`src/rtl/init_loader_pkg.sv`:
```
// init_loader_pkg: shared state encoding for the init_loader sequencer.
package init_loader_pkg;

    localparam int unsigned STATE_W = 2;

    typedef enum logic [STATE_W-1:0] {
        IDLE  = 2'd0,
        LOAD  = 2'd1,
        CHECK = 2'd2,
        DONE  = 2'd3
    } state_t;

endpackage

```
`src/rtl/init_loader_idx_onehot.sv`:
```
// idx_onehot: combinational index to one-hot decoder that feeds the en register.
module idx_onehot #(
    parameter int unsigned NUM_REGS = 4,
    parameter int unsigned IDX_W    = $clog2(NUM_REGS)
) (
    input  logic [IDX_W-1:0]    idx,
    output logic [NUM_REGS-1:0] onehot
);

    // Decode idx; out-of-range indices produce all zeros.
    always_comb begin
        onehot = '0;
        for (int unsigned i = 0; i < NUM_REGS; i++) begin
            onehot[i] = (idx == IDX_W'(i));
        end
    end

endmodule

```
`src/rtl/init_loader.sv`:
```
// init_loader: fills NUM_REGS downstream init registers from a valid/ready
// word stream via a shared val bus and a one-hot en strobe.
// Optional feature: define INIT_LOADER_CHECKSUM_EN to consume a trailing XOR
// checksum word and report a mismatch on err.
module init_loader
    import init_loader_pkg::*;
#(
    parameter int unsigned SIZE     = 3,
    parameter int unsigned NUM_REGS = 4,
    parameter int unsigned IDX_W    = $clog2(NUM_REGS)
) (
    input  logic                clk,
    input  logic                rst,
    input  logic                start,
    input  logic [SIZE-1:0]     in_data,
    input  logic                in_valid,
    output logic                in_ready,
    output logic [SIZE-1:0]     val,
    output logic [NUM_REGS-1:0] en,
    output logic                busy,
    output logic                done,
    output logic                err
);

    state_t                state_q;
    state_t                state_d;
    logic [IDX_W-1:0]      idx_q;
    logic [NUM_REGS-1:0]   idx_dec;
    logic                  accept;
    logic                  last;

    assign accept = in_valid & in_ready;
    assign last   = (idx_q == IDX_W'(NUM_REGS - 1));

    idx_onehot #(
        .NUM_REGS (NUM_REGS),
        .IDX_W    (IDX_W)
    ) u_dec (
        .idx    (idx_q),
        .onehot (idx_dec)
    );

    // State register.
    always_ff @(posedge clk or negedge rst) begin
        if (!rst) begin
            state_q <= IDLE;
        end else begin
            state_q <= state_d;
        end
    end

    // Next-state logic.
    always_comb begin
        state_d = state_q;
        case (state_q)
            IDLE: begin
                if (start) begin
                    state_d = LOAD;
                end
            end
            LOAD: begin
                if (accept && last) begin
`ifdef INIT_LOADER_CHECKSUM_EN
                    state_d = CHECK;
`else
                    state_d = DONE;
`endif
                end
            end
            CHECK: begin
`ifdef INIT_LOADER_CHECKSUM_EN
                if (accept) begin
                    state_d = DONE;
                end
`else
                state_d = IDLE;
`endif
            end
            DONE: begin
                state_d = IDLE;
            end
            default: begin
                state_d = IDLE;
            end
        endcase
    end

    // Moore outputs decoded from the current state only.
    always_comb begin
        in_ready = 1'b0;
        busy     = (state_q != IDLE);
        done     = (state_q == DONE);
        case (state_q)
            LOAD:    in_ready = 1'b1;
`ifdef INIT_LOADER_CHECKSUM_EN
            CHECK:   in_ready = 1'b1;
`endif
            default: in_ready = 1'b0;
        endcase
    end

    // Load datapath: index counter, registered word and one-hot strobe.
    always_ff @(posedge clk or negedge rst) begin
        if (!rst) begin
            idx_q <= '0;
            val   <= '0;
            en    <= '0;
        end else begin
            en <= '0;
            case (state_q)
                IDLE: begin
                    if (start) begin
                        idx_q <= '0;
                    end
                end
                LOAD: begin
                    if (accept) begin
                        val   <= in_data;
                        en    <= idx_dec;
                        idx_q <= last ? '0 : idx_q + 1'b1;
                    end
                end
                default: ;
            endcase
        end
    end

`ifdef INIT_LOADER_CHECKSUM_EN
    logic [SIZE-1:0] csum_q;
    logic            err_q;

    // Running XOR over loaded words; compared against the trailing word.
    always_ff @(posedge clk or negedge rst) begin
        if (!rst) begin
            csum_q <= '0;
            err_q  <= 1'b0;
        end else begin
            case (state_q)
                IDLE: begin
                    if (start) begin
                        csum_q <= '0;
                        err_q  <= 1'b0;
                    end
                end
                LOAD: begin
                    if (accept) begin
                        csum_q <= csum_q ^ in_data;
                    end
                end
                CHECK: begin
                    if (accept) begin
                        err_q <= (in_data != csum_q);
                    end
                end
                default: ;
            endcase
        end
    end

    assign err = err_q;
`else
    assign err = 1'b0;
`endif

endmodule

```
`config.mk`:
```
export PLATFORM = sky130hd
export DESIGN_NAME = init_loader
export DESIGN_NICKNAME = d
export VERILOG_FILES = /design/src/rtl/init_loader_pkg.sv /design/src/rtl/init_loader_idx_onehot.sv /design/src/rtl/init_loader.sv
export SDC_FILE = /design/constraint.sdc
export NUM_CORES = 1
export LEC_CHECK = 0
export CAP_MARGIN = 20
export CORE_AREA = 2 2 39 41
export DETAILED_ROUTE_END_ITERATION = 6
export DIE_AREA = 0 0 41 43
export PLACE_DENSITY = 0.73
export SLEW_MARGIN = 30
export SYNTH_ARGS = -nofsm -noshare
export SYNTH_HDL_FRONTEND = slang
export SYNTH_HIERARCHICAL = 1
export SYNTH_SLANG_ARGS = --single-unit
```
`constraint.sdc`:
```
create_clock -name clk -period 2.3 [get_ports clk]
set_input_delay 0.46 -clock clk [delete_from_list [all_inputs] [get_ports clk]]
set_output_delay 0.46 -clock clk [all_outputs]
set_load 0.005 [all_outputs]
```
# After elaboration in Yosys (flattened, before gate mapping)
# Cells that the tools add are included.
# word_totals
word_cells	34
output_inout_bits	11
register_bits	11
# classes
bitwise	1
eq_ne	9
add_sub_neg	1
reduce_logical	9
n_mux	10
# op_table
cell	count
$mux 2	5
$eq 2x2->1 const B	4
$mux 4	2
$ne 2x2->1 const B	3
$pmux 2 s3	1
$eq 2x1->1 const B	2
$logic_not 2->1	2
$pmux 2 s2	1
$reduce_and 2->1	2
$reduce_bool 2->1	2
$reduce_and 3->1	1
$add 2x1->2 const B	1
$reduce_or 2->1	1
$and 1x1->1	1
$logic_and 1x1->1	1
$mux 1	1

# Depth between registers and ports, before layout
# depth
depth_word	6
depth_mapped	4
mapped_depth_nobuf	4

# Hierarchy
# Netlist, hierarchy kept.
# by_module_without_submodules
mod	area_per_inst_um2	instances	cells_each	seq_area_each_um2
init_loader	481.7	1	37	275.3
idx_onehot	26.3	1	4	0.0

# Worst setup path before layout
# Ideal clock, no wire load.
# synth_path
path_type	register to output
start	register state_q[1]
end	output port busy
stages_incl_launch_ff	2
setup_slack_ns	1.120
arrival_ns	0.720
cell_sequence	dfrtp_1 or2_2
# synth_via
elab_chain_len	1
# synth_lines
item	line_no	text
start: declaration	init_loader.sv:25	state_t state_q;
start signal: assignment	init_loader.sv:48	state_q <= state_d;
$reduce_bool 2->1	init_loader.sv:91	busy = (state_q != IDLE);
end: declaration	init_loader.sv:20	output logic busy,
# Every way passes these cells.

# Final worst setup path
# Same ends and word-level chain as after synthesis.

==> results.txt <==
----------------------------------------------------
[Outcome]
  Result of the run ... completed

[Power and ir drop]
  Internal power component ... 0.543 mW
  Switching share of power ... 29.3%
  Power density of the placed cells ... 1090 nW/µm²
  Lkg Pwr ... 0.337 nW
  Clock group share of total power ... 17.1%
  Combinational power share ... 41.2%
  Power Total ... 0.767 mW
  Part of the total power dissipated in sequential elements ... 41.7%
  VDD IR-drop max ... 397 µV
  Sw power ... 0.225 mW

[Final layout]
  Top library cells by usage in the layout, fill and taps aside ... 16 x sky130_fd_sc_hd__clkdlybuf4s50_1, 11 x sky130_fd_sc_hd__dfrtp_1, 5 x sky130_fd_sc_hd__and3_2
  Post-layout instance count excluding filler cells ... 76
  Total area of multi-input combinational cells ... 218 µm²
  Layout filler cell count ... 149
  Layout Nets ... 69
  Share of layout cells above drive strength 1 ... 28.3%
  Area grow syn2layout ... 39.2%
  Core Util, Final ... 51.1%
  Most frequent standard cell in the layout excluding fill and tap cells ... sky130_fd_sc_hd__clkdlybuf4s50_1
  Inserted Diodes ... 0
  Area occupied by registers ... 275 µm²

[Critical path]
  Required time reported for the critical path endpoint ... 1840 ps
  Crit-path max FO ... 6
  Category of the worst setup path capture point ... primary output
  Element type at the critical path start ... flip-flop
  Arrival time of data at the critical path endpoint ... 1490 ps
  Crit path kind ... reg -> out

[Placed design]
  Post-placement cell count ... 72
  Weighted congestion reported at the end of routability-driven placement ... 0.673
  Count of port buffers added during placement ... 16
  HPWL after detailed placement ... 660 µm

[Global routing]
  Maximum number of pins on one net before global-route repair ... 12
  Via count of the first global-routing pass ... 383
  Total overflow reported by the global router ... 0
  Wire length of the first global-routing pass ... 1530 µm
  Initial antenna violation count ... 0
  GRT Util Overall ... 13.3%

[Floorplanning]
  Standard-cell rows ... 14
  Width of the die ... 41 µm
  I/O pin total ... 18
  Overall die area ... 1760 µm²
  Total core area ... 1380 µm²
  Initial Util ... 36.7%
  Height of the die ... 43 µm

[Synth]
  Count of distinct cell types in the synthesized netlist ... 20
  Gate count after technology mapping ... 41
  Synthesized flop and latch total ... 11
  Post-synthesis compound-gate area fraction ... 5.17%
  Fraction of the mapped netlist area in simple logic gates ... 25.6%
  Synth Area per Inst ... 12.4 µm²
  Largest family of logic cells by synthesized area ... simple AND/OR/NAND/NOR gates
  Post-synthesis net count ... 49
  Synthesis warning total ... 6
  Proportion of netlist area held by the largest area contributor ... 54.2%
  Mux cell area share after synthesis ... 8.87%
  Cell taking the most area after synthesis ... sky130_fd_sc_hd__dfrtp_1
  Post-synthesis share of cell area spent on full adders, half adders and majority gates ... 2.46%
  Sequential cell area fraction in the yosys report ... 54.2%
  Area contributors post-synth ... sky130_fd_sc_hd__dfrtp_1 54%, sky130_fd_sc_hd__mux2_4 8.9%, sky130_fd_sc_hd__and3_2 7.4%
  Summed instance area of the synthesized netlist ... 508 µm²
  Xor-xnor portion of the synthesized cell area ... 0%

[CTS]
  Clock H-tree levels ... 1
  Count of hold-fix buffers inserted at cts ... 0
  Post-CTS Resized ... 0
  Setup Buffers After CTS ... 0
  Clock slew at the register clock pins of the worst setup and hold paths ... 70 ps
  CTS tree ... yes
  CTS root buf ... sky130_fd_sc_hd__clkbuf_4
  Buffer depth of the longest clock path ... 2
  Later-pin clock latency in the skew report ... 270 ps
  Clock sink count ... 11
  Inserted Clock Buffers ... 3

[STA]
  Final critical path time including I/O delays and setup ... 1950 ps
  Max-slew violation total from the final report ... 0
  Total count of hold-check failures in the final report ... 0
  Final setup viols ... 0
  Maximum clock frequency ... 512 MHz
  Layout Skew ... 2.36 ps
  Setup repair after global routing missed its margin ... no
  Share of the clock period used by the worst path after layout ... 84.9%
  Setup total negative slack ... 0 ps

[Run]
  Count of max-cap constraint violations ... 0

[Drt]
  Detail-routed via count per cell ... 4.76
  Routed via count ... 362
  Number of detailed-routing iterations run before antenna repair ... 1
  Routed len/inst ... 12.1 µm
  ANT nets after route ... 0
  Count of routing violations after the opening detailed-route iteration ... 0
  Final WL ... 921 µm
  Number of design rule violations left after detail routing ... 0

[Hold path]
  Worst hold-check path type ... in -> async

----------------------------------------------------
## synth_stat cells (all sizes together)
cell type and instances:
nor2b 3, mux2 3, a22o 1, inv 2, o21bai 1, conb 1, or2 1, ha 1
buf 1, and2b 1, o21ai 2, dfrtp 11, nor2 1, nand2 2, nand3b 1, and3 5
nor4b 1, and2 3
## power groups by stage
| stage | sequential (mW) | combinational (mW) | clock (mW) |
|---|---|---|---|
| 5_1_grt | 0.330 | 0.355 | 0.149 |
| 4_1_cts | 0.320 | 0.321 | 0.138 |
| 3_5_place_dp | 0.325 | 0.320 | 0 |
| 2_1_floorplan | 0.311 | 0.172 | 0 |
| 3_3_place_gp | 0.318 | 0.310 | 0 |
| 6_report | 0.320 | 0.316 | 0.131 |
## cell type report
type                    count  area share, %
well taps                  16           2.83
clock buffers               4           3.72
repair buffers             16           22.7
inverters                   2           1.06
flip-flops and latches     11           38.9
multi-input cells          27           30.8
## routing by layer
layer	routed length (µm)	track usage, %	up-vias
met1	404	15.3	171
met5	0	0	-
met2	435	19.1	15
met4	8	10.0	0
li1	-	-	174
met3	74	4.71	2
## flip-flops by register name, indices dropped and copies added (netlist names)
register	cells
state_q	2
en	4
idx_q	2
val	3
## logic make-up after synthesis
group,Yosys count
simple gates,18
flops,11
compound gates,4
buf+inv,3
mux,3
fa+ha+maj,1
other cells,1
## stage by stage
stage                     hold slack [ps]  setup slack, ps  cell area (µm²)
after floorplan                       164             1120              508
after global placement                499              599              681
after detailed placement              513              579              681
after CTS                             525              334              707
after global routing                  536              293              707
final                                 518              347              707
## path summary, 6_finish.rpt
path                             to  slack, ps  cells after the start        from
setup / recovery               busy        350                      2  state_q[1]
max in group asynchronous    val[0]       1460                      1         rst
min in group clk             val[2]        520                      1      val[2]
setup reg to reg           idx_q[0]       1010                      4    idx_q[0]
hold / removal                en[2]        520                      1         rst
hold reg to reg              val[2]        520                      1      val[2]
## critical path, cell delays in order (launching register included)
cell                              delay, ps
sky130_fd_sc_hd__dfrtp_1                460
sky130_fd_sc_hd__or2_2                  320
sky130_fd_sc_hd__clkdlybuf4s50_1        450
Power figures use the tool's default switching activity.
